$ cat src/rtl/uart_pkg.sv
// Shared UART definitions: receiver FSM states, data width and the
// bit-period helper shared by the receiver and the future transmitter.
package uart_pkg;

    localparam int DATA_BITS = 8;

    typedef enum logic [2:0] {
        IDLE,
        START,
        DATA,
        STOP,
        BREAK
    } rx_state_t;

    // Integer floor of clocks per serial bit.
    function automatic int clks_per_bit(
        input int clock_freq,
        input int baud_rate
    );
        return clock_freq / baud_rate;
    endfunction

endpackage

$ cat src/rtl/uart_rx_sync.sv
// Two-flop synchronizer for an asynchronous single-bit input.
// Ports: clk, rst (sync, active-high), d (async in), q (synchronized out).
module uart_rx_sync #(
    parameter logic RESET_VAL = 1'b1
) (
    input  logic clk,
    input  logic rst,
    input  logic d,
    output logic q
);

    logic meta;

    always_ff @(posedge clk) begin
        if (rst) begin
            meta <= RESET_VAL;
            q    <= RESET_VAL;
        end else begin
            meta <= d;
            q    <= meta;
        end
    end

endmodule

$ cat src/rtl/uart_rx.sv
// 8N1 UART receiver with a single-entry valid/ready output buffer.
// Ports: clk, rst (sync, active-high), urx_pin (serial in, idles high),
//   urx_valid/urx_data/urx_ready (byte handshake),
//   urx_frame_err, urx_overrun (1-cycle error pulses).
module uart_rx
    import uart_pkg::*;
#(
    parameter int CLOCK_FREQ = 100_000_000,
    parameter int BAUD_RATE  = 115_200
) (
    input  logic                 clk,
    input  logic                 rst,
    input  logic                 urx_pin,
    output logic                 urx_valid,
    output logic [DATA_BITS-1:0] urx_data,
    input  logic                 urx_ready,
    output logic                 urx_frame_err,
    output logic                 urx_overrun
);

    localparam int CPB  = clks_per_bit(CLOCK_FREQ, BAUD_RATE);
    localparam int HALF = CPB / 2;
    localparam int CW   = $clog2(CPB);
    localparam int BW   = $clog2(DATA_BITS);

    localparam logic [CW-1:0] CNT_LAST  = CW'(CPB - 1);
    localparam logic [CW-1:0] HALF_LAST = CW'(HALF - 1);
    localparam logic [BW-1:0] BIT_LAST  = BW'(DATA_BITS - 1);

    logic                 rx_s;
    rx_state_t            state, state_n;
    logic [CW-1:0]        cnt, cnt_n;
    logic [BW-1:0]        bit_idx, bit_n;
    logic [DATA_BITS-1:0] shreg, shreg_n;
    logic                 deliver;
    logic                 ferr_set;

    uart_rx_sync #(
        .RESET_VAL(1'b1)
    ) u_sync (
        .clk(clk),
        .rst(rst),
        .d  (urx_pin),
        .q  (rx_s)
    );

    always_ff @(posedge clk) begin
        if (rst) begin
            state   <= IDLE;
            cnt     <= '0;
            bit_idx <= '0;
            shreg   <= '0;
        end else begin
            state   <= state_n;
            cnt     <= cnt_n;
            bit_idx <= bit_n;
            shreg   <= shreg_n;
        end
    end

    always_comb begin
        state_n  = state;
        cnt_n    = cnt;
        bit_n    = bit_idx;
        shreg_n  = shreg;
        deliver  = 1'b0;
        ferr_set = 1'b0;
        unique case (state)
            IDLE: begin
                if (!rx_s) begin
                    state_n = START;
                    cnt_n   = '0;
                end
            end
            START: begin
                // Sample mid start bit; a high line here was a glitch.
                if (cnt == HALF_LAST) begin
                    cnt_n = '0;
                    if (rx_s) begin
                        state_n = IDLE;
                    end else begin
                        state_n = DATA;
                        bit_n   = '0;
                    end
                end else begin
                    cnt_n = cnt + 1'b1;
                end
            end
            DATA: begin
                if (cnt == CNT_LAST) begin
                    cnt_n   = '0;
                    shreg_n = {rx_s, shreg[DATA_BITS-1:1]};
                    bit_n   = bit_idx + 1'b1;
                    if (bit_idx == BIT_LAST) begin
                        state_n = STOP;
                    end
                end else begin
                    cnt_n = cnt + 1'b1;
                end
            end
            STOP: begin
                // Return to IDLE mid stop bit so the next start edge
                // is caught even with no idle gap.
                if (cnt == CNT_LAST) begin
                    cnt_n = '0;
                    if (rx_s) begin
                        deliver = 1'b1;
                        state_n = IDLE;
                    end else begin
                        ferr_set = 1'b1;
                        state_n  = BREAK;
                    end
                end else begin
                    cnt_n = cnt + 1'b1;
                end
            end
            BREAK: begin
                if (rx_s) begin
                    state_n = IDLE;
                end
            end
            default: begin
                state_n = IDLE;
            end
        endcase
    end

    always_ff @(posedge clk) begin
        if (rst) begin
            urx_valid     <= 1'b0;
            urx_data      <= '0;
            urx_frame_err <= 1'b0;
            urx_overrun   <= 1'b0;
        end else begin
            urx_frame_err <= ferr_set;
            urx_overrun   <= 1'b0;
            if (deliver) begin
                // A byte leaving this cycle frees the slot.
                if (!urx_valid || urx_ready) begin
                    urx_data  <= shreg;
                    urx_valid <= 1'b1;
                end else begin
                    urx_overrun <= 1'b1;
                end
            end else if (urx_valid && urx_ready) begin
                urx_valid <= 1'b0;
            end
        end
    end

endmodule

$ cat config.mk
export PLATFORM = sky130hd
export DESIGN_NAME = uart_rx
export DESIGN_NICKNAME = d
export VERILOG_FILES = /design/src/rtl/uart_pkg.sv /design/src/rtl/uart_rx_sync.sv /design/src/rtl/uart_rx.sv
export SDC_FILE = /design/constraint.sdc
export NUM_CORES = 1
export LEC_CHECK = 0
export CAP_MARGIN = 30
export CELL_PAD_IN_SITES_DETAIL_PLACEMENT = 1
export CELL_PAD_IN_SITES_GLOBAL_PLACEMENT = 2
export CORE_MARGIN = 5
export CORE_UTILIZATION = 30
export CTS_CLUSTER_DIAMETER = 60
export CTS_CLUSTER_SIZE = 16
export DETAILED_ROUTE_END_ITERATION = 7
export PLACE_DENSITY_LB_ADDON = 0.05
export SLEW_MARGIN = 20
export SYNTH_ARGS = -nofsm -noshare
export SYNTH_HDL_FRONTEND = slang
export SYNTH_SLANG_ARGS = --single-unit
$ cat constraint.sdc
create_clock -name clk -period 3.17 [get_ports clk]
set_input_delay 0.634 -clock clk [delete_from_list [all_inputs] [get_ports clk]]
set_output_delay 0.634 -clock clk [all_outputs]
set_load 0.02 [all_outputs]
# [After elaboration in Yosys (flattened, before gate mapping)]
# Index checks and enable logic that the tools add are counted.
[totals] output_inout_bits=11 word_cells=71 in_bits=4 register_bits=37
[op_classes] n_reduce_logical=16 addsub=2 eq_ne=15 bitwise_logic=3 muxes=25
[ops] operator="10-bit 2-to-1 mux" n=3
[ops] operator="3-bit 2-to-1 mux" n=10
[ops] operator="10-bit case mux with 3 select lines" n=1
[ops] operator="3-bit case mux with 5 select lines" n=1
[ops] operator="2-bit != test (second input constant)" n=6
[ops] operator="10-bit by 1-bit adder with 10-bit output (second input constant)" n=1
[ops] operator="10-bit == test (second input constant)" n=1
[ops] operator="10-bit by 9-bit == test with 1-bit output (second input constant)" n=1
[ops] operator="1-bit 2-to-1 mux" n=8
[ops] operator="2-bit AND reduction" n=4
[ops] operator="3-bit by 2-bit == test with 1-bit output (second input constant)" n=2
[ops] operator="3-bit == test (second input constant)" n=2
[ops] operator="3-bit case mux with 2 select lines" n=1
[ops] operator="6-bit AND reduction" n=1
[ops] operator="2-bit by 1-bit != test with 1-bit output (second input constant)" n=2
[ops] operator="4-bit AND reduction" n=1
[ops] operator="2-bit nonzero test" n=2
[ops] operator="2-bit OR reduction" n=2
[ops] operator="3-bit by 1-bit adder with 3-bit output (second input constant)" n=1
[ops] operator="3-bit by 1-bit == test with 1-bit output (second input constant)" n=1
[ops] operator="3-bit logical NOT" n=1
[ops] operator="1-bit inverter" n=3
[ops] operator="3-bit nonzero test" n=1
[ops] operator="3-bit OR reduction" n=1
[ops] operator="4 further kinds" n=4

# [Depth between registers and ports, before layout]
# Gate-level depths: netlist (run 1).
[logic_depth] word_depth=5 mapped_depth=8 depth_no_buf=7

# [Cells and area by module]
# A second synthesis (run 1) with hierarchy kept.
[unflattened] hier_cells=185 hier_area_um2=1679.1
[by_module_without_submodules] module="uart_rx" area_each_um2=1626.6 cells_per_inst=181 n_inst=1 seq_area_each_um2=700.7
[by_module_without_submodules] module="uart_rx_sync" area_each_um2=52.6 cells_per_inst=4 n_inst=1 seq_area_each_um2=40.0

# [Least setup slack after synthesis (run 1)]
# Ideal clock, no wire load.
[synth_timing] path_type="reg2reg" from="reg cnt[0]" to="reg cnt[9]" slack_ps=1333 stages_incl_launch_ff=7 setup_ps=75 t_required_ps=3095 arrival_time_ps=1762 path_cell_list="dfxtp_1 > ha_1 > nand4bb_1 > nor4_4 > a211o_2 > or4_1 > a31oi_1"
[synth_between] elab_chain_len=3 elab_cells_between_ends=6 classes_between="add/sub: 1; eq/ne: 2; mux: 3"
[synth_lines] element="start, declared" line="uart_rx.sv:32" text="logic [CW-1:0] cnt, cnt_n;"
[synth_lines] element="start signal, assigned" line="uart_rx.sv:55" text="cnt <= cnt_n;"
[synth_lines] element="10-bit by 1-bit adder with 10-bit output (tied with other cells)" line="uart_rx.sv:86, uart_rx.sv:98, uart_rx.sv:114"
[synth_lines] element="10-bit 2-to-1 mux (on tied branches)" line="uart_rx.sv:90, uart_rx.sv:104, uart_rx.sv:77"
[synth_lines] element="10-bit case mux with 3 select lines *" line="uart_rx.sv:68" text="unique case (state)"
# Every way passes the cells marked *; elsewhere a longest branch is shown, timed or not.
# A chain may end at the register's enable or synchronous reset.

# [Worst setup path after layout (run 1)]
[layout_timing] from="reg cnt[0]" to="reg bit_idx[0]"
[layout_between] elab_chain_len=3 elab_cells_between_ends=5 classes_between="eq/ne: 4; reduce/logical: 1"
[layout_lines] element="10-bit == test or 10-bit by 9-bit == test with 1-bit output (tied branches)" line="uart_rx.sv:90, uart_rx.sv:77"
[layout_lines] element="2-bit != test (no source line)"
[layout_lines] element="4-bit AND reduction (no source line) *"
[layout_lines] element="end signal, assigned" line="uart_rx.sv:56" text="bit_idx <= bit_n;"
[layout_lines] element="end, declared" line="uart_rx.sv:33" text="logic [BW-1:0] bit_idx, bit_n;"
# Marked as above.

==> results of run 1 <==
## routing by layer
metal | track usage [%] | vias up | part of all wire (%)
met1 | 13.4 | 654 | 44
li1 | - | 659 | -
met3 | 2.94 | 5 | 2.0
met5 | 0 | - | 0
met2 | 22.1 | 11 | 53
met4 | 4.75 | 0 | 1.4
## cell usage in the layout, fill, tap and decap left out, drive strengths merged, types with 3 or more instances in the layout
master	synthesis	layout
ha	4	4
clkbuf	6	6
mux2i	17	17
a21oi	6	6
clkdlybuf4s50	0	14
nand2b	4	4
nand3b	3	3
dfxtp	37	37
nand3	13	13
nor2	22	22
a31oi	7	7
nand2	15	15
or3	6	6
or2	4	4
## registers in the layout, summed over array words and instances, names as in the netlist
signal and count:
urx_data 8, bit_idx 3, u_sync.meta 1, shreg 8, urx_frame_err 1, state 3, cnt 10, urx_overrun 1
u_sync.q 1, urx_valid 1
## power breakdown
group	switching [mW]	total [mW]	internal, mW
Combinational	0.144	0.225	0.0814
Sequential	0.0395	0.525	0.485
Clock	0.164	0.400	0.236
## cell families (layout without fill, tap and decap cells)
logic type | count (synthesis) | count (layout) | share of synthesized area, %
buffers and inverters | 13 | 26 | 4.04
AO/OA/AOI/OAI | 26 | 26 | 11.7
AND/OR/NAND/NOR | 82 | 82 | 26.2
flip-flops | 37 | 37 | 44.2
multiplexers | 18 | 18 | 10.8
adder cells (fa/ha/maj) | 4 | 4 | 2.99
## path summary, 6_finish.rpt
| kind | end | slack [ns] |
|---|---|---|
| min | u_sync.q$_SDFF_PP1_ | 0.42 |
| max | bit_idx[0]$_SDFFE_PP0P_ | 0.94 |
| min reg2reg | u_sync.q$_SDFF_PP1_ | 0.42 |
| max reg2reg | bit_idx[0]$_SDFFE_PP0P_ | 0.94 |
## Yosys cell counts (all sizes together), types with 3 or more instances
| cell | count | area (um^2) |
|---|---|---|
| or2 | 4 | 25.0 |
| clkbuf | 6 | 22.5 |
| a21oi | 6 | 33.8 |
| nand2 | 15 | 56.3 |
| or3 | 6 | 37.5 |
| a31oi | 7 | 43.8 |
| buf | 5 | 37.5 |
| ha | 4 | 50.1 |
| nor2 | 22 | 82.6 |
| dfxtp | 37 | 741 |
| nand2b | 4 | 25.0 |
| mux2i | 17 | 170 |
| nand3b | 3 | 22.5 |
| nand3 | 13 | 65.1 |
## metrics by stage
stage / area, um^2 / setup WS (ns)
floorplan: 1670 / 1.33
global placement: 1860 / 1.00
detailed placement: 1860 / 0.861
CTS: 1970 / 0.867
global route: 1970 / 0.652
finish: 1970 / 0.939
## area by class of cell
cell class                 count  area, um^2  share of cell area (%)
tap                           72        90.1                    4.57
inverter                       2        7.51                   0.381
sequential                    37         741                    37.6
clock buffer                   6        72.6                    3.68
timing repair buffer          16         155                    7.87
multi-input combinational    130         866                    43.9
clock inverter                 2        38.8                    1.97
## critical path, delay by kind of cell (launching register included)
kind                     cells  cell delay [ns]
AND/OR/NAND/NOR              4             1.31
multiplexers                 1             0.20
adder cells (fa/ha/maj)      1             0.24
flip-flops                   1             0.42
==> metrics.md, run 1 <==
| Metric | Value |
|---|---|
| Worst setup path class | register to register |
| Crit Path Max Fanout | 9 |
| Vias in the first global route | 1457 |
| Worst vdd ir | a little under 200 uV |
| R2R Path Start | cnt[0]$_SDFFE_PP0P_ |
| WL per Instance | 14.6 um |
| Leak | 0.770 nW |
| CP max stage cell | nand3_1 |
| Main synth FF type | dfxtp_1 |
| Worst hold path startpoint | u_sync.meta$_SDFF_PP1_ |
| Final std cells w/o fill | between 200 and 300 |
| Synthesized area per cell | 9.30 um^2 |
| Final-report hold violation count | 0 |
| CTS buffer count | 5 |
| Critical path origin | cnt[0]$_SDFFE_PP0P_ |
| PortBufs | 14 |
| Layout Utilization | between 30% and 40% |
| DRC viols | 0 |
| Clk buf depth | 2 |
| RSZ-0062 raised after global routing | no |
| Post-synthesis sequential area ratio | 44.2% |
| Cell Rows | 27 |
| Detail Route Antenna Nets | 0 |
| Final GP Congestion | 0.759 |
| Slew HR | 42.4% |
| Number of vias per cell | 5.02 |
| Worst R2R Path Depth | 6 |
| Syn_nets | 188 |
| Final Slew Violations | 0 |
| Netlist Area Pre-Place | between 0.0015 and 0.002 mm^2 |
| Initial antenna violation count | 0 |
| Ys async rst share | 0% |
| Die area | about 0.007 mm^2 |
| GRT overflow | 0 |
| CTS clk-pin slew, worst paths | roughly 0.07 ns |
| N_diodes | 0 |
| Tmin final | 2.23 ns |
| Worst Path Arrival | 2.46 ns |
| Detailed placement HPWL | 2880 um |
| Worst hold path type | register to register |
| Critical Path Source Type | register |
| PwrDens | 583 mW/mm^2 |
| Worst-path cell chain | ha_1 -> nand4bb_1 -> nor4_4 -> nand3_1 -> nor2_1 -> mux2_2 |
| Initial Util | 30.6% |
| Setup Fix Bufs, Post-CTS | 0 |
| Power Total | 1.15 mW |
| Setup-failing EPs final | 0 |
| Hold Crit Depth | 1 |
| Clk root buf | clkbuf_8 |
| Placed cells | 257 |
| Number of vias after detailed routing | 1329 |
| Nets | 200 |
| Outcome | complete, no violations |
| Worst Skew | 0.00633 ns |
| All-layer global routing usage | 12.1% |
| DR pass1 iterations | 3 |
| Final Cycle Share | 70.4% |
| # hold bufs at CTS | 0 |
| Die X | ~85 um |
| Yosys reg bits | 37 |
| Clk sinks | 37 |
| Cts repair resizes | 0 |
| Largest stage delay, worst path | between 0.4 and 0.5 ns |
| H-tree Lvls | 2 |
| Critical Path Sink Type | register |
| Layout area overhead | 17.7% |
| Largest net degree at the start of global routing | 30 |
| Syn Inst Count | 180 |
| EDFF count, synth | 0 |
| CTS tree | yes |
| Chip Height | 84.7 um |
| Total negative slack | 0 ns |
| Share of cells above drive strength 1 | 10.4% |
| Initial DRC count | 56 |
| DRT Wirelength | between 3000 and 4000 um |
| Synth cell types | 39 |
| Max-cap violation count | 0 |
| Least-Margin Pin Slew | around 0.86 ns |
| Req. time, crit path | between 3 and 4 ns |
| Yosys warning count | 0 |
| FMAX | 0.448 GHz |
| Global-route wire length before repair | 7000 um |
| Hold Slack | 0.417 ns |
| Layout fillers | 645 |
| I/O pin count | 15 |
| Core area | about 0.0055 mm^2 |
| Worst skew pair latency | 0.28 ns |
No activity file was read; power rests on OpenSTA's default activity.
==> run 2, diff against run 1 <==
clock period = 2.02 ns   (was 3.17 ns; I/O delays follow)
==> metrics.md, run 2 (same netlist as run 1, synthesis figures left out) <==
| Metric | Value |
|---|---|
| Outcome | complete, no violations |
| Most common cell after layout, fill and taps aside | dfxtp_1 |
| Initial Util | 30.6% (unchanged) |
| Sequential share of power | 42.9% (-2.7 points) |
| Power Internal | 1.34 mW (+67%) |
| Setup Fix Bufs, Post-CTS | 0 (unchanged) |
| Worst hold path type | register to register |
| Cell Rows | 27 (unchanged) |
| Initial DRC count | 30 (-46%) |
| Worst hold path startpoint | u_sync.meta$_SDFF_PP1_ |
| H-tree Lvls | 2 (unchanged) |
| Clock power share | 34.7% (about the same) |
| Regs by FF count | cnt (10), shreg (8), urx_data (8) |
| Power Total | 1.90 mW (+65%) |
| Detail Route Antenna Nets | 0 (unchanged) |
| Largest Register | cnt |
| Final-report hold violation count | 0 (unchanged) |
| All-layer global routing usage | 12.4% (+0.29 points) |
| Clk buf depth | 2 (unchanged) |
| Largest net degree at the start of global routing | 18 (-40%) |
| Leak | 0.826 nW (+7.3%) |
| Layout area overhead | 24.2% |
| Initial antenna violation count | 0 (unchanged) |
| PwrDens | 912 mW/mm^2 (+56%) |
| Worst setup path class | register to register |
| Least-Margin Pin Slew | 0.522 ns (-0.340 ns) |
| Global-route wire length before repair | 7200 um (+2.9%) |
| Worst Skew | 0.00595 ns (-0.000377 ns) |
| Max reg flops | 10 (unchanged) |
| Sw frac | 29.1% (-1.0 points) |
| Commonest non-fill, non-tap cells in the layout | 35 x dfxtp_1, 22 x nor2_1, 17 x mux2i_1 |
| Clk root buf | clkbuf_8 |
| CTS clk-pin slew, worst paths | 0.07 ns (about the same) |
| Tmin final | 1.91 ns (-0.322 ns) |
| Number of vias after detailed routing | 1367 (+2.9%) |
| DR pass1 iterations | 3 (unchanged) |
| Final GP Congestion | 0.725 (-4.5%) |
| Hold Path Sink | u_sync.q$_SDFF_PP1_ |
| DRC viols | 0 (unchanged) |
| RSZ-0062 raised after global routing | no |
| Clk sinks | 37 (unchanged) |
| Final std cells w/o fill | 276 (+4.2%) |
| GRT overflow | 0 (unchanged) |
| Worst R2R Path Depth | 8 (+2) |
| Max-cap violation count | 0 (unchanged) |
| Crit Path Max Fanout | 5 (-4) |
| Final Slew Violations | 0 (unchanged) |
| Nets | 211 (+5.5%) |
| Critical Path Source Type | register |
| Final Cycle Share | 94.5% (+24 points) |
| Net Sw Power | 553 uW (+59%) |
| Detailed placement HPWL | 3000 um (+4.1%) |
| Die X | 84.7 um (unchanged) |
| Setup-failing EPs final | 0 (unchanged) |
| Die area | 0.00717 mm^2 (unchanged) |
| Core area | 0.00547 mm^2 (unchanged) |
| Layout fillers | 647 (+0.31%) |
| Number of vias per cell | 4.95 (-1.2%) |
| Worst vdd ir | 318 uV (+62%) |
| Req. time, crit path | 2.23 ns (-1.17 ns) |
| Placed cells | 267 (+3.9%) |
| N_diodes | 0 (unchanged) |
| Critical Path Sink Type | register |
| Worst skew pair latency | 0.29 ns (about the same) |
| CTS tree | yes |
| Chip Height | 84.7 um (unchanged) |
| Endpoint of the most critical register-to-register path | cnt[8]$_SDFFE_PP0P_ |
| CTS buffer count | 5 (unchanged) |
| Share of cells above drive strength 1 | 17.2% (+6.8 points) |
| WL per Instance | 14.7 um (+0.55%) |
| Logic pwr share | 22.4% (+2.8 points) |
| Slew HR | 65.1% (+23 points) |
| PortBufs | 14 (unchanged) |
| Worst Path Arrival | 2.12 ns (-0.34 ns) |
| Hold Crit Depth | 1 (unchanged) |
| DRT Wirelength | 4060 um (+4.7%) |
| FMAX | 0.524 GHz (+17%) |
| I/O pin count | 15 (unchanged) |
| Reg2reg setup slack | 0.11 ns (-0.83 ns) |
| Vias in the first global route | 1489 (+2.2%) |
| R2R Path Start | cnt[1]$_SDFFE_PP0P_ |
[run 2: cell count changes in the layout (fill, tap and decap cells not counted), sizes merged]
cell,change
buf,+11
clkbuf,+1
clkinv,-1
[run 2: what timing repair did]
action / CTS / global route
setup endpoints to repair: 2 / 16
gates resized for setup: 2 / 2
pin swaps: 0 / 5
hold buffers: 0 / 0
[run 2: stage by stage]
step	setup WS (ns)	utilization [%]	instance area, um^2	hold WS, ns	setup TNS, ns
finish	0.111	38.0	2080	0.412	0
global route	0.0178	38.0	2080	0.425	0
CTS	0.00724	37.5	2050	0.415	0
detailed placement	-0.00977	35.3	1930	0.397	-0.00977
global placement	0.0591	35.3	1930	0.399	0
floorplan	0.183	-	1670	0.389	0
[run 2: worst max-delay path: stages, from the launching register on]
cell	delay (ns)
dfxtp_2	0.36
inv_1	0.05
ha_1	0.18
nand4_1	0.14
o32ai_2	0.12
a211o_2	0.33
buf_4	0.16
or3_1	0.34
a31oi_1	0.17
[run 2: layout make-up]
class	instances	area [um^2]	area share (%)
timing repair buffer	27	238	11.4
clock inverter	1	30.0	1.44
tap	72	90.1	4.33
multi-input combinational	130	885	42.5
inverter	2	7.51	0.361
clock buffer	7	86.3	4.15
sequential	37	743	35.7
[run 2: routing by layer]
layer | vias up | global-route usage [%] | wire length, um
met5 | - | 0 | 0
met4 | 0 | 4.32 | 38
met3 | 5 | 3.53 | 131
met2 | 14 | 21.0 | 2070
met1 | 666 | 15.0 | 1820
li1 | 682 | - | -
[run 2: how the worst max path moves through the flow]
| stage | slack (ns) | endpoint | cells past startpoint | startpoint |
|---|---|---|---|---|
| finish | 0.11 | cnt[8]$_SDFFE_PP0P_ | 8 | cnt[1]$_SDFFE_PP0P_ |
| floorplan | 0.18 | cnt[9]$_SDFFE_PP0P_ | 6 | cnt[0]$_SDFFE_PP0P_ |
| detailed placement | -0.01 | cnt[4]$_SDFFE_PP0P_ | 7 | cnt[0]$_SDFFE_PP0P_ |
| CTS | 0.007 | cnt[4]$_SDFFE_PP0P_ | 7 | cnt[0]$_SDFFE_PP0P_ |
| global route | 0.02 | cnt[4]$_SDFFE_PP0P_ | 8 | cnt[1]$_SDFFE_PP0P_ |
| global placement | 0.06 | cnt[9]$_SDFFE_PP0P_ | 6 | cnt[0]$_SDFFE_PP0P_ |
[run 2: power groups by stage]
stage	combinational, mW	clock [mW]	sequential, mW
3_3_place_gp	0.413	0	0.824
2_1_floorplan	0.299	0	0.813
6_report	0.425	0.658	0.814
3_5_place_dp	0.418	0	0.825
4_1_cts	0.421	0.682	0.810
5_1_grt	0.488	0.715	0.819
==> run 3, diff against run 2 <==
CORE_UTILIZATION = 32   (was 30)
==> metrics.md, run 3 (same netlist as run 1, synthesis figures left out) <==
| Metric | Value |
|---|---|
| CTS tree | yes |
| Worst Skew | 0.00609 ns (+0.000142 ns) |
| Chip Height | 82.3 um (-2.8%) |
| CP max stage cell | dfxtp_1 |
| RSZ-0062 raised after global routing | no |
| Max-cap violation count | 0 (unchanged) |
| Final Slew Violations | 0 (unchanged) |
| Detailed placement HPWL | 2950 um (-1.6%) |
| WL per Instance | 14.2 um (-3.3%) |
| Hold Crit Depth | 1 (unchanged) |
| CP top delay family | compound AO/OA/AOI/OAI gates |
| Largest net degree at the start of global routing | 19 (+1) |
| Die X | 82.3 um (-2.8%) |
| Layer with the highest usage | met2 |
| DR pass1 iterations | 4 (+1) |
| N_diodes | 0 (unchanged) |
| Req. time, crit path | 2.23 ns (about the same) |
| Outcome | complete, no violations |
| Critical Path Sink Type | register |
| Tmin final | 1.89 ns (-0.0156 ns) |
| Critical Path Source Type | register |
| Layout area overhead | 21.9% |
| Hold Slack | 0.416 ns (+0.00351 ns) |
| All-layer global routing usage | 13.1% (+0.73 points) |
| Number of vias per cell | 4.95 (about the same) |
| DRT Wirelength | 3870 um (-4.7%) |
| Total negative slack | 0 ns (unchanged) |
| Global-route wire length before repair | 6740 um (-6.3%) |
| CTS clk-pin slew, worst paths | 0.08 ns (about the same) |
| Most common cell after layout, fill and taps aside | dfxtp_1 |
| Share of cells above drive strength 1 | 16.3% (-0.82 points) |
| Core area | 0.00511 mm^2 (-6.7%) |
| Max reg flops | 10 (unchanged) |
| Placed cells | 263 (-1.5%) |
| Number of vias after detailed routing | 1346 (-1.5%) |
| Commonest non-fill, non-tap cells in the layout | 36 x dfxtp_1, 22 x nor2_1, 17 x mux2i_1 |
| Detail Route Antenna Nets | 0 (unchanged) |
| Dpl cell area | 0.00192 mm^2 (-0.91%) |
| WP buf/inv | 1 (-1) |
| Clk sinks | 37 (unchanged) |
| Final Instance Area | 0.00204 mm^2 (-1.9%) |
| Final-report hold violation count | 0 (unchanged) |
| Final GP Congestion | 0.747 (+2.9%) |
| CTS buffer count | 5 (unchanged) |
| Final std cells w/o fill | 272 (-1.4%) |
| GR Util met3 | 3.80% (+0.26 points) |
| Clk root buf | clkbuf_8 |
| Least-Margin Pin Slew | 0.848 ns (+0.327 ns) |
| FMAX | 0.528 GHz (+0.82%) |
| Nets | 209 (-0.95%) |
| Worst setup path class | register to register |
| Power Total | 1.77 mW (-6.5%) |
| Worst vdd ir | 332 uV (+4.5%) |
| Worst Path Arrival | 2.10 ns (-0.02 ns) |
| Cell Rows | 26 (-3.7%) |
| Initial DRC count | 55 (+83%) |
| Leak | 0.807 nW (-2.3%) |
| Layout Utilization | 40.0% (+2.0 points) |
| Crit Path Max Fanout | 6 (+1) |
| Final Cycle Share | 93.7% (-0.77 points) |
| PortBufs | 14 (unchanged) |
| Crit. path cell count | 7 (-1) |
| Regs by FF count | cnt (10), shreg (8), urx_data (8) |
| Worst skew pair latency | 0.29 ns (about the same) |
| GRT overflow | 0 (unchanged) |
| Setup-failing EPs final | 0 (unchanged) |
| Worst-path cell chain | ha_2 -> nand4bb_4 -> nor4_4 -> a211o_2 -> buf_4 -> or3_1 -> a31oi_1 |
| I/O pin count | 15 (unchanged) |
| Die area | 0.00678 mm^2 (-5.5%) |
| Initial antenna violation count | 0 (unchanged) |
| H-tree Lvls | 2 (unchanged) |
| Slew HR | 43.3% (-22 points) |
| Largest stage delay, worst path | 0.36 ns (about the same) |
| Vias in the first global route | 1383 (-7.1%) |
| Grt met2 use | 21.8% (+0.80 points) |
| Met1 Use GR | 16.5% (+1.6 points) |
| Worst R2R Path Depth | 7 (-1) |
| Initial Util | 32.8% (+2.2 points) |
| Reg2reg setup slack | 0.13 ns (+0.02 ns) |
| Worst hold path type | register to register |
| Clk buf depth | 2 (unchanged) |
| Largest Register | cnt |
| Pre-CTS setup slack | 0.0138 ns (+0.0236 ns) |
| DRC viols | 0 (unchanged) |
| PwrDens | 869 mW/mm^2 (-4.7%) |
| Setup ws final | 0.126 ns (+0.0156 ns) |
-- run 3: changes by cell type in the layout (fill, tap and decap cells not counted) --
cell | before | now
clkinv_4 | 0 | 1
clkbuf_1 | 1 | 0
buf_4 | 13 | 11
clkinv_2 | 0 | 1
dfxtp_2 | 2 | 1
dfxtp_1 | 35 | 36
bufinv_16 | 1 | 0
-- run 3: worst register-to-register path, cell delays in order (launching register included) --
cell and delay [ns]:
dfxtp_1 0.36, ha_2 0.24, nand4bb_4 0.12, nor4_4 0.06, a211o_2 0.36, buf_4 0.16, or3_1 0.34, a31oi_1 0.18
-- run 3: cell type report --
cell class,instances,area (um^2)
well taps,70,87.6
inverters,2,7.51
repair buffers,25,223
fillers,607,3070
multi-input cells,130,885
flip-flops and latches,37,742
clock inverters,2,13.8
clock buffers,6,82.6
-- run 3: where the power goes --
group	total, mW	internal, mW	switching (mW)	leakage, nW
Sequential	0.808	0.762	0.0452	0.299
Combinational	0.427	0.179	0.248	0.457
Clock	0.539	0.276	0.263	0.0512
-- run 3: timing repair --
action,4_1_cts,5_1_grt
hold buffers,0,0
setup buffers,1,0
endpoints found under the setup margin,1,11
pin swaps,0,1
gates resized for setup,1,2
-- run 3: routing by layer --
metal  routed length (um)  share of wire, %
met2                 1880                49
met3                  128               3.3
met1                 1830                47
met5                    0                 0
met4                   33              0.85
-- run 3: worst paths after layout --
| check | startpoint | endpoint |
|---|---|---|
| worst max-delay path | cnt[0]$_SDFFE_PP0P_ | cnt[5]$_SDFFE_PP0P_ |
| worst min-delay path | u_sync.meta$_SDFF_PP1_ | u_sync.q$_SDFF_PP1_ |
| worst max register to register | cnt[0]$_SDFFE_PP0P_ | cnt[5]$_SDFFE_PP0P_ |
| worst min register to register | u_sync.meta$_SDFF_PP1_ | u_sync.q$_SDFF_PP1_ |
